--- src/rtl/ld_pkg.sv ---
// ld_pkg: shared definitions for the load path.
//   - RV32I load funct3 encodings
//   - load controller FSM state type
//   - funct3 legality and alignment helper functions
package ld_pkg;

    localparam logic [2:0] F3_LB  = 3'b000;
    localparam logic [2:0] F3_LH  = 3'b001;
    localparam logic [2:0] F3_LW  = 3'b010;
    localparam logic [2:0] F3_LBU = 3'b100;
    localparam logic [2:0] F3_LHU = 3'b101;

    typedef enum logic [1:0] {
        ST_IDLE,
        ST_WAIT,
        ST_RESP
    } ld_state_t;

    // True for the five RV32I load encodings.
    function automatic logic f3_is_legal(input logic [2:0] f3);
        case (f3)
            F3_LB, F3_LH, F3_LW, F3_LBU, F3_LHU: return 1'b1;
            default:                             return 1'b0;
        endcase
    endfunction

    // Halfwords need an even address, words a 4-byte aligned address.
    function automatic logic is_misaligned(input logic [2:0] f3, input logic [1:0] off);
        case (f3)
            F3_LH, F3_LHU: return off[0];
            F3_LW:         return (off != 2'b00);
            default:       return 1'b0;
        endcase
    endfunction

endpackage

--- src/rtl/ld_ext_unit.sv ---
// ld_ext_unit: combinational byte/halfword selection and sign/zero extension
// for RV32I loads. Shared with the single-cycle datapath.
// Ports:
//   rdata   in  32  little-endian memory word
//   offset  in  2   byte offset within the word (addr[1:0])
//   funct3  in  3   load funct3
//   ext_val out 32  extracted and extended value
module ld_ext_unit
    import ld_pkg::*;
(
    input  logic [31:0] rdata,
    input  logic [1:0]  offset,
    input  logic [2:0]  funct3,
    output logic [31:0] ext_val
);

    logic [7:0]  w_byte;
    logic [15:0] w_half;

    always_comb begin
        w_byte = '0;
        case (offset)
            2'd0:    w_byte = rdata[7:0];
            2'd1:    w_byte = rdata[15:8];
            2'd2:    w_byte = rdata[23:16];
            default: w_byte = rdata[31:24];
        endcase
    end

    // Halfword select ignores offset[0]; alignment is policed elsewhere.
    always_comb begin
        w_half = offset[1] ? rdata[31:16] : rdata[15:0];
    end

    always_comb begin
        ext_val = rdata;
        case (funct3)
            F3_LB:   ext_val = {{24{w_byte[7]}}, w_byte};
            F3_LBU:  ext_val = {{24{1'b0}}, w_byte};
            F3_LH:   ext_val = {{16{w_half[15]}}, w_half};
            F3_LHU:  ext_val = {{16{1'b0}}, w_half};
            default: ext_val = rdata;
        endcase
    end

endmodule

--- src/rtl/ld_ext_ctrl.sv ---
// ld_ext_ctrl: multi-cycle load controller. Accepts a load request, issues one
// word read to data memory, extracts/extends the addressed byte/half/word and
// returns it over a valid/ready handshake. Illegal funct3 and memory timeout
// (and, when LD_MISALIGN_CHK_EN is defined, misalignment) return rsp_err=1
// with rsp_data=0.
// Optional feature macro: LD_MISALIGN_CHK_EN
// Ports:
//   clk, rst_n            clock, synchronous active-low reset
//   req_valid/req_ready   request handshake; req_addr, req_funct3 payload
//   mem_req/mem_addr      word read request (held until mem_ack), word address
//   mem_ack/mem_rdata     read data strobe and word
//   rsp_valid/rsp_ready   response handshake; rsp_data, rsp_err payload
module ld_ext_ctrl
    import ld_pkg::*;
#(
    parameter int ADDR_W      = 32,
    parameter int TIMEOUT_CYC = 16
)(
    input  logic              clk,
    input  logic              rst_n,
    input  logic              req_valid,
    output logic              req_ready,
    input  logic [ADDR_W-1:0] req_addr,
    input  logic [2:0]        req_funct3,
    output logic              mem_req,
    output logic [ADDR_W-1:0] mem_addr,
    input  logic              mem_ack,
    input  logic [31:0]       mem_rdata,
    output logic              rsp_valid,
    input  logic              rsp_ready,
    output logic [31:0]       rsp_data,
    output logic              rsp_err
);

    localparam int              CNT_W    = $clog2(TIMEOUT_CYC);
    localparam logic [CNT_W-1:0] CNT_LAST = CNT_W'(TIMEOUT_CYC - 1);

    ld_state_t          r_state;
    ld_state_t          w_next;
    logic [ADDR_W-3:0]  r_waddr;
    logic [1:0]         r_off;
    logic [2:0]         r_f3;
    logic [CNT_W-1:0]   r_cnt;
    logic [31:0]        r_data;
    logic               r_err;

    logic               w_accept;
    logic               w_reject;
    logic               w_cnt_last;
    logic [31:0]        w_ext_val;

    ld_ext_unit u_ext (
        .rdata   (mem_rdata),
        .offset  (r_off),
        .funct3  (r_f3),
        .ext_val (w_ext_val)
    );

    always_comb begin
        w_accept   = req_valid && (r_state == ST_IDLE);
        w_cnt_last = (r_cnt == CNT_LAST);
    end

`ifdef LD_MISALIGN_CHK_EN
    always_comb begin
        w_reject = !f3_is_legal(req_funct3) || is_misaligned(req_funct3, req_addr[1:0]);
    end
`else
    always_comb begin
        w_reject = !f3_is_legal(req_funct3);
    end
`endif

    // State register
    always_ff @(posedge clk) begin
        if (!rst_n) r_state <= ST_IDLE;
        else        r_state <= w_next;
    end

    // Next-state logic; an ack on the last WAIT cycle still goes to RESP,
    // and the datapath below gives it priority over the timeout.
    always_comb begin
        w_next = r_state;
        case (r_state)
            ST_IDLE: if (w_accept) w_next = w_reject ? ST_RESP : ST_WAIT;
            ST_WAIT: if (mem_ack || w_cnt_last) w_next = ST_RESP;
            ST_RESP: if (rsp_ready) w_next = ST_IDLE;
            default: w_next = ST_IDLE;
        endcase
    end

    // Outputs decoded from state
    always_comb begin
        req_ready = rst_n && (r_state == ST_IDLE);
        mem_req   = (r_state == ST_WAIT);
        rsp_valid = (r_state == ST_RESP);
        mem_addr  = {r_waddr, 2'b00};
        rsp_data  = r_data;
        rsp_err   = r_err;
    end

    // Request capture, timeout counter and response registers
    always_ff @(posedge clk) begin
        if (!rst_n) begin
            r_waddr <= '0;
            r_off   <= '0;
            r_f3    <= '0;
            r_cnt   <= '0;
            r_data  <= '0;
            r_err   <= 1'b0;
        end else begin
            case (r_state)
                ST_IDLE: begin
                    if (w_accept) begin
                        r_waddr <= req_addr[ADDR_W-1:2];
                        r_off   <= req_addr[1:0];
                        r_f3    <= req_funct3;
                        r_cnt   <= '0;
                        if (w_reject) begin
                            r_data <= '0;
                            r_err  <= 1'b1;
                        end
                    end
                end
                ST_WAIT: begin
                    if (mem_ack) begin
                        r_data <= w_ext_val;
                        r_err  <= 1'b0;
                    end else if (w_cnt_last) begin
                        r_data <= '0;
                        r_err  <= 1'b1;
                    end else begin
                        r_cnt <= r_cnt + 1'b1;
                    end
                end
                default: ;
            endcase
        end
    end

endmodule

--- config.mk ---
export PLATFORM = sky130hd
export DESIGN_NAME = ld_ext_ctrl
export DESIGN_NICKNAME = d
export VERILOG_FILES = /design/src/rtl/ld_pkg.sv /design/src/rtl/ld_ext_unit.sv /design/src/rtl/ld_ext_ctrl.sv
export SDC_FILE = /design/constraint.sdc
export NUM_CORES = 1
export LEC_CHECK = 0
export ABC_CLOCK_PERIOD_IN_PS = 3200
export CAP_MARGIN = 20
export CORE_AREA = 2 2 88 90
export DETAILED_ROUTE_END_ITERATION = 12
export DIE_AREA = 0 0 90 92
export PLACE_DENSITY = 0.85
export SLEW_MARGIN = 5
export SYNTH_ARGS = -nofsm -noshare
export SYNTH_HDL_FRONTEND = slang
export SYNTH_SLANG_ARGS = --single-unit
--- constraint.sdc ---
create_clock -name clk -period 3.2 [get_ports clk]
set_clock_uncertainty 0.2 [all_clocks]
set_input_delay 0.32 -clock clk [delete_from_list [all_inputs] [get_ports clk]]
set_output_delay 0.32 -clock clk [all_outputs]
set_load 0.02 [all_outputs]
==> results.json <==
{
  "crit_required_ns": 3.28,
  "post_dp_cell_area_sq_um": 4670,
  "coreArea_sq_um": 7450,
  "comb_power_share": 0.206,
  "io_buffers": 137,
  "grt_pass1_vias": 3082,
  "swShare": 0.279,
  "max_cap_violations": 0,
  "postCtsSetupRepairBufs": 0,
  "muxShareOfSynthArea": 0.0376,
  "antennaDiodeCount": 0,
  "synth_compound_area_frac": 0.265,
  "drc": 0,
  "numCtsBuffers": 9,
  "final_cell_mix": "137 x clkdlybuf4s50_1, 89 x nand2_1, 74 x dfxtp_1",
  "status": "completed",
  "track_usage": 0.224,
  "slowest_delay_ns": 0.82,
  "cts_hold_buffers": 0,
  "powerDensity_nw_per_um2": 445,
  "place_hpwl_mm": 6.68,
  "setup-violations-final": 0,
  "cp-end-kind": "flop",
  "die_h_microns": 92,
  "crit_chain": "nor3b_2, a22oi_2, a211oi_2, a221o_1",
  "chipWidth_microns": 90,
  "vias": 3096,
  "startpoint_type": "flop",
  "io_pins": 140,
  "async_reset_ff_frac": 0,
  "path_delay_family": "compound AO/OA/AOI/OAI gates",
  "switchingPower_mw": 0.603,
  "synth_xor_area_frac": 0.00537,
  "fin_setup_tns_ns": 0,
  "start_util": 0.438,
  "synth-seq-cells": 74,
  "first_pass_iters": 4,
  "worstMarginPinSlew_ns": 1.02,
  "cts_tree": "done",
  "total_power_mw": 2.16,
  "hold_slack_ns": 0.251,
  "rows": 32,
  "antenna_found_initial": 0,
  "synth-simple-area-share": 0.189,
  "globalplace.congestion": 0.831,
  "peakVddDrop_v": 0.000352,
  "finalNetCount": 566,
  "grt_pass1_wl_mm": 14.9,
  "htreeDepth": 3,
  "yosys.cell_types.count": 46,
  "cts-root-buf": "clkbuf_8",
  "p_leak_nw": 1.78,
  "p_int_mw": 1.56,
  "synthAdderAreaFrac": 0.00383,
  "path_max_fanout": 22,
  "cts_sinks": 74,
  "drt_first_iter_violations": 111,
  "power_frac_seq": 0.469,
  "synth_flop_cell": "dfxtp_1",
  "crit_type": "reg2reg",
  "fmax_mhz": 384,
  "grt_max_degree": 40,
  "die_area_sq_um": 8280,
  "fin_area_sq_um": 4850,
  "period_share": 0.815,
  "cts_resized": 0,
  "postRouteAntennaNets": 0,
  "synth_top_family_by_area": "compound AO/OA/AOI/OAI gates",
  "cts_buffer_depth": 2,
  "arrival_ns": 2.69,
  "grt_overflow_total": 0,
  "clk_pin_slew_ns": 0.07,
  "synth-edff-count": 0,
  "fin_cells": 600,
  "dp_cells": 584,
  "fin_crit_ns": 2.61,
  "clockPowerShare": 0.325,
  "avgRoutedWirePerCell_microns": 15.2,
  "hold_class": "reg2reg",
  "via_per_inst": 5.16,
  "final_common_cell": "clkdlybuf4s50_1",
  "netlist_area_sq_um": 3260,
  "syn_inst": 368,
  "synth_warnings": 0,
  "crit_slowest_cell": "dfxtp_1",
  "slew_viol_final": 0,
  "area_growth_syn_to_layout_pct": 48.7,
  "slew-limit-headroom": 0.321,
  "hold_viol": 0,
  "crit_buf_inv": 0,
  "rsz0062_at_grt": "false",
  "seq_area_frac_synth": 0.454,
  "drive_gt1_frac": 0.0743,
  "finalWirelength_mm": 9.13,
  "synth.avg_cell_area_sq_um": 8.87,
  "clkLatencyLatePin_ns": 0.35
}
## sequential cells by signal (all words and copies together) (netlist names)
signal and cells:
r_f3 3, r_off 2, rsp_data 32, rsp_err 1
r_waddr 30, r_cnt 4, r_state 2
## per-layer routing
metal / vias to the layer above / part of all wire / track usage
met3: 20 / 0.093 / 0.0748
li1: 1551 / - / -
met5: - / 0 / 0
met2: 148 / 0.43 / 0.350
met4: 0 / 0.027 / 0.106
met1: 1377 / 0.45 / 0.279
## cell type report
type                    instances  area (sq um)
fillers                       616          2590
multi-input cells             264          1650
flip-flops and latches         74          1480
repair buffers                141          1400
clock buffers                  11           131
well taps                     102           128
clock inverters                 5          55.1
inverters                       3          11.3
## worst min-delay path: stages, from the launching register on
cell     delay (ns)
dfxtp_1        0.31
nand2_1        0.05
o21ai_1        0.05
## Yosys cell counts (2+ instances only)
master / number / area (sq um)
a211o_1: 6 / 52.6
a21boi_0: 44 / 330
a21oi_1: 8 / 40.0
a221o_1: 16 / 160
a31oi_1: 2 / 12.5
and3_1: 2 / 12.5
and3b_1: 6 / 52.6
buf_2: 6 / 30.0
buf_4: 2 / 15.0
buf_6: 2 / 22.5
clkbuf_1: 17 / 63.8
dfxtp_1: 74 / 1480
inv_2: 2 / 7.51
mux2_2: 10 / 113
nand2_1: 89 / 334
nand2b_1: 4 / 25.0
nand3_1: 5 / 25.0
nor2_1: 7 / 26.3
nor2b_1: 2 / 12.5
nor3b_2: 2 / 25.0
o21ai_0: 16 / 80.1
o21ai_1: 14 / 70.1
or3_1: 8 / 50.1
xor2_1: 2 / 17.5
## stage by stage
stage,setup WS [ns],util
after floorplan,1.34,-
after global placement,0.641,0.627
after detailed placement,0.560,0.627
after CTS,0.636,0.652
after global routing,0.414,0.652
final,0.593,0.652
## path summary, 6_finish.rpt
kind	endpoint	from	slack, ns	cells past startpoint
max	rsp_data[24]$_SDFFE_PN0P_	r_off[1]$_SDFFE_PN0P_	0.59	4
min	rsp_data[5]$_SDFFE_PN0P_	rsp_data[5]$_SDFFE_PN0P_	0.25	2
max reg2reg	rsp_data[24]$_SDFFE_PN0P_	r_off[1]$_SDFFE_PN0P_	0.59	4
min reg2reg	rsp_data[5]$_SDFFE_PN0P_	rsp_data[5]$_SDFFE_PN0P_	0.25	2
## power groups by stage
stage | sequential [mW] | combinational, mW | clock [mW]
floorplan | 1.07 | 0.187 | 0
global placement | 1.03 | 0.438 | 0
detailed placement | 1.03 | 0.442 | 0
CTS | 1.01 | 0.445 | 0.720
global route | 1.02 | 0.481 | 0.751
finish | 1.01 | 0.444 | 0.703
## logic make-up (layout without fill, tap and decap cells)
| logic type | count (synthesis) | in the layout |
|---|---|---|
| muxes | 11 | 11 |
| buffers and inverters | 31 | 160 |
| adders and majority gates | 1 | 1 |
| AOI/OAI and AO/OA | 117 | 117 |
| and+or+nand+nor | 131 | 131 |
| DFF | 74 | 74 |
| xor gates and xnor gates | 2 | 2 |
| other | 1 | 2 |
No activity file was read; power rests on OpenSTA's default activity.
==> variant 1, RTL diff (same settings) <==
The 3 states of `ld_state_t` get a one-hot encoding in 3 bits.
--- a/src/rtl/ld_pkg.sv
+++ b/src/rtl/ld_pkg.sv
@@ -12,6 +12,6 @@
 
-    typedef enum logic [1:0] {
-        ST_IDLE,
-        ST_WAIT,
-        ST_RESP
+    typedef enum logic [2:0] {
+        ST_IDLE = 3'b001,
+        ST_WAIT = 3'b010,
+        ST_RESP = 3'b100
     } ld_state_t;
Formal check against the unedited RTL: no difference found for any inputs over 4 cycles, from zero or initial values and one cycle with rst_n low; so few cycles prove little.
==> variant 1 against the unedited design <==
Clock power is 18% higher; total power is 7.8% higher; fmax is 1.1% higher; utilization is 1.3 points higher; worst setup slack better by 29 ps; cell area is 2.0% higher; area after synthesis is 2.2% higher; sequential cell count is 1 higher; routed wire length is 4.8% higher; sequential share of layout area is 0.20 points lower; critical path type is now flop to output port.
==> variant 1: results (changes against the unedited design) <==
stage,metric,value,unit,change
global_routing,vias in the first global route,3162,,+2.6%
global_routing,global-route wire length before repair,15200,um,+2.3%
global_routing,largest net degree at the start of global routing,37,,-7.5%
global_routing,grt met1 use,27.2,%,-0.75 points
drt,Metal-1 WL,3970,um,-3.2%
final_layout,post-route insts no fill,620,,+3.3%
placed_design,Inst Count DP,604,,+3.4%
run_status,outcome,finished clean,,
drt,vias per cell,5.36,,+3.8%
worst_setup_path,Worst R2R Setup Slack,910,ps,+320 ps
final_layout,layout cells sized above 1,5.79,%,-1.6 points
final_layout,NumNets Final,586,,+3.5%
synth,ranking of synthesized cells by area,"dfxtp_1 (45%), nand2_1 (10%), a21boi_0 (8.1%)",,
global_routing,grt met2 use,37.2,%,+2.2 points
placed_design,Placed Area,0.00473,sq mm,+1.2%
synth,Post-Synthesis Cells,389,,+5.7%
sta,slew margin rel.,53.5,%,+21 points
worst_setup_path,Crit Path Max Fanout,8,,-64%
global_routing,met3 Track Usage GR,8.63,%,+1.2 points
drt,top sig layer,met4,,
synth,ys async rst share,0,%,unchanged
power_and_ir_drop,switching portion of total power,28.2,%,+0.25 points
drt,met2 WL post-DR,4420,um,+12%
placed_design,Detailed Place HPWL,7180,um,+7.5%
placed_design,Final GP Congestion,0.850,,+2.3%
drt,met3 WL post-DR,1040,um,+22%
drt,drt pass-1 iters,7,,+3
drt,DR iter-0 viols,131,,+18%
worst_setup_path,CP arrival,2060,ps,-630 ps
power_and_ir_drop,Worst VDD drop,0.271,mV,-23%
synth,sequential area share after synthesis,45.0,%,-0.37 points
cts,"Reg clk slew, reported paths",90,ps,+20 ps
power_and_ir_drop,Clk power,0.830,mW,+18%
sta,final setup margin,622,ps,+28.9 ps
power_and_ir_drop,PD cells,470,mW/mm^2,+5.7%
global_routing,Total GRT Usage,22.7,%,+0.32 points
drt,WL/cell,15.4,um,+1.4%
placed_design,Placement Setup Slack,823,ps,+263 ps
synth,Commonest cells post-synth,"nand2_1 (91), dfxtp_1 (75), a21boi_0 (36)",,
[variant 1: cell types whose count changed after synthesis, moves of 8 or more]
cell       unedited run  this run
a221o_1              16         0
mux2_2               10         0
nand2b_1              4        19
o22ai_1               1         9
a22o_1                0        24
nor3_1                0        11
a2bb2oi_1             0         8
or3_1                 8         0
a21boi_0             44        36
o21ai_1              14         1
[variant 1: layout make-up]
class,instances,area [sq um]
multi-input combinational,279,1660
inverter,4,16.3
clock inverter,6,88.8
sequential,75,1500
timing repair buffer,144,1420
clock buffer,10,138
tap,102,128
fill,633,2490
[variant 1: worst max-delay path, cell delays in order, from the launching register on]
cell and delay (ps):
dfxtp_1 400, or3b_1 510, clkinv_2 160, clkdlybuf4s50_1 640
[variant 1: cell families (layout without fill, tap and decap cells)]
group,Yosys count,in the layout,synth area share (%)
compound gates,118,118,26.6
flops,75,75,45.0
xor+xnor,1,1,0.263
simple gates,155,155,21.3
buf+inv,36,164,5.44
fa+ha+maj,1,1,0.375
mux,2,2,0.975
other cells,1,2,0.112
[variant 1: through the flow]
step	hold WS, ps	utilization (%)
2_1_floorplan	256	-
3_3_place_gp	249	63.5
3_5_place_dp	256	63.5
4_1_cts	268	66.5
5_1_grt	285	66.5
6_report	265	66.5
[variant 1: worst paths after layout]
kind,to,cells after the start,from
worst max-delay path,mem_req,3,r_state[1]$_SDFFE_PN0P_
worst min-delay path,r_waddr[12]$_SDFFE_PN0P_,2,r_waddr[12]$_SDFFE_PN0P_
worst max register to register,rsp_data[14]$_SDFFE_PN0P_,4,r_off[1]$_SDFFE_PN0P_
worst min register to register,r_waddr[12]$_SDFFE_PN0P_,2,r_waddr[12]$_SDFFE_PN0P_
==> variant 2, RTL diff (same flow settings) <==
Made on the original files. `TIMEOUT_CYC`: 16 -> 32.
--- a/src/rtl/ld_ext_ctrl.sv
+++ b/src/rtl/ld_ext_ctrl.sv
@@ -16,3 +16,3 @@
     parameter int ADDR_W      = 32,
-    parameter int TIMEOUT_CYC = 16
+    parameter int TIMEOUT_CYC = 32
 )(
Function: no difference found for any inputs over 4 cycles, from zero or initial values and one cycle with rst_n low; that may be too few to reach the edited logic, so the function may still have changed.
==> variant 2 against the unedited design <==
Total power is 2.1% higher; sequential cell count up 1; via count increased by 0.52%; hold slack improved by 3.6 ps; cell count is 0.83% lower; worst setup slack improved by 250 ps; routed wire length grew 0.92%; cell area shrank 1.2%; first-iteration DRC count is 21% higher; critical path depth rose by 4; die area did not move; area after synthesis is 3.8% lower; critical endpoint is now rsp_data[3]$_SDFFE_PN0P_; largest cell class unchanged.
==> variant 2: results (changes against the unedited design) <==
stage,metric,value,unit,change
run_status,outcome,finished clean,,
synth,YS warnings,0,,unchanged
synth,Post-synth top flop,dfxtp_1,,
placed_design,PortBufs,137,,unchanged
worst_setup_path,FF-to-FF path depth,8,,+4
synth,ranking of synthesized cells by area,"dfxtp_1 (48%), nand2_1 (9.4%), a21oi_1 (6.8%)",,
global_routing,initial antenna violation count,0,,unchanged
final_layout,antenna cell count,0,,unchanged
synth,synth unique cells,46,,unchanged
placed_design,Placement Setup Slack,714,ps,+154 ps
power_and_ir_drop,leakage power,1.78,nW,-0.13%
worst_setup_path,Critical Path Sink Type,flop,,
global_routing,global-route wire length before repair,14700,um,-1.3%
cts,CTS resizes,0,,unchanged
cts,htree depth,3,,unchanged
drt,DR iter-0 viols,134,,+21%
worst_setup_path,CP Launch Point,r_cnt[0]$_SDFFE_PN0P_,,
worst_setup_path,Worst R2R Setup Slack,840,ps,+250 ps
placed_design,Placed Area,0.00459,sq mm,-1.6%
power_and_ir_drop,Worst VDD drop,0.303,mV,-14%
power_and_ir_drop,Psw,0.596,mW,-1.1%
cts,"Reg clk slew, reported paths",80,ps,
worst_setup_path,Worst R2R End,rsp_data[3]$_SDFFE_PN0P_,,
cts,clock buffer depth,2,,unchanged
sta,maximum clock frequency,0.424,GHz,+11%
drt,vias per cell,5.23,,+1.4%
sta,# setup viols final,0,,unchanged
cts,CTS buffer count,9,,unchanged
final_layout,flip-flop count of the largest register after layout,32,,unchanged
placed_design,Final GP Congestion,0.888,,+6.8%
global_routing,Total GRT Usage,22.1,%,-0.28 points
worst_hold_path,Hold/Removal Path Class,flop to flop,,
cts,setup bufs post-CTS,0,,unchanged
global_routing,largest net degree at the start of global routing,43,,+7.5%
placed_design,Detailed Place HPWL,6800,um,+1.9%
final_layout,NumNets Final,562,,-0.71%
global_routing,vias in the first global route,3095,,+0.42%
cts,Root Buffer,clkbuf_8,,
sta,slew margin rel.,56.8,%,+25 points
worst_setup_path,Crit Path Max Fanout,32,,+45%
synth,sequential area share after synthesis,47.8,%,+2.4 points
synth,Commonest cells post-synth,"nand2_1 (79), dfxtp_1 (75), a21oi_1 (43)",,
worst_setup_path,CP arrival,2420,ps,-270 ps
drt,WL/cell,15.5,um,+1.8%
drt,drt pass-1 iters,4,,unchanged
final_layout,layout cells sized above 1,7.10,%,-0.33 points
cts,clk_lat worst skew,350,ps,about the same
synth,ys async rst share,0,%,unchanged
==> variant 2: cell count changes after synthesis, sizes merged, moves of 6 or more <==
cell	change
a21boi	-44
or3	-7
a211o	-6
nand2	-9
a22oi	+6
a32oi	+6
o21ai	-16
a21oi	+35
and3b	-6
nor2	+6
==> variant 2: worst min-delay path by stage <==
stage                     depth (start not counted)                      from  slack, ps                        to
final                                             2  r_waddr[24]$_SDFFE_PN0P_        250  r_waddr[24]$_SDFFE_PN0P_
after global routing                              2   r_waddr[4]$_SDFFE_PN0P_        270   r_waddr[4]$_SDFFE_PN0P_
after CTS                                         2  r_waddr[24]$_SDFFE_PN0P_        260  r_waddr[24]$_SDFFE_PN0P_
after detailed placement                          1  rsp_data[7]$_SDFFE_PN0P_        250  rsp_data[7]$_SDFFE_PN0P_
after global placement                            2  r_waddr[16]$_SDFFE_PN0P_        240  r_waddr[16]$_SDFFE_PN0P_
after floorplan                                   1                   mem_ack        220      rsp_err$_SDFFE_PN0P_
==> variant 2: stage by stage <==
step                cells  util [%]  hold WS, ps
detailed placement    579      61.7          248
CTS                   595      64.4          256
global placement      579      61.7          241
global route          595      64.4          275
finish                595      64.4          254
floorplan             359         -          216
==> variant 2: layer usage <==
layer | share of wire (%) | vias to the layer above | global-route usage [%]
li1 | - | 1540 | -
met1 | 42 | 1421 | 25.9
met2 | 47 | 136 | 37.2
met3 | 8.7 | 15 | 7.72
met4 | 1.9 | 0 | 8.85
met5 | 0 | - | 0
==> variant 2: power groups by stage <==
stage                     sequential, mW  clock (mW)  combinational [mW]
after floorplan                     1.08           0               0.175
after global placement              1.04           0               0.440
after detailed placement            1.04           0               0.448
after CTS                           1.02       0.749               0.451
after global routing                1.02       0.783               0.484
final                               1.02       0.738               0.450
==> variant 2: logic make-up (layout without fill, tap and decap cells) <==
family | Yosys count | after routing | share of synthesized area, %
mux | 7 | 7 | 2.83
fa+ha+maj | 2 | 2 | 0.796
compound gates | 112 | 112 | 24.5
simple gates | 125 | 125 | 18.5
xor+xnor | 2 | 2 | 0.558
buf+inv | 34 | 168 | 4.94
other cells | 1 | 2 | 0.119
flops | 75 | 75 | 47.8
==> variant 2: critical path: stages (launching register included) <==
cell	delay (ps)
dfxtp_1	340
ha_1	210
and3_1	190
ha_1	200
or2_2	310
a221oi_4	220
buf_4	350
a32oi_1	100
o21ai_0	120
==> variant 2: cell type report <==
class	count	area [sq um]
multi-input combinational	250	1510
tap	102	128
fill	656	2650
clock buffer	12	155
clock inverter	4	48.8
inverter	7	26.3
sequential	75	1500
timing repair buffer	145	1430
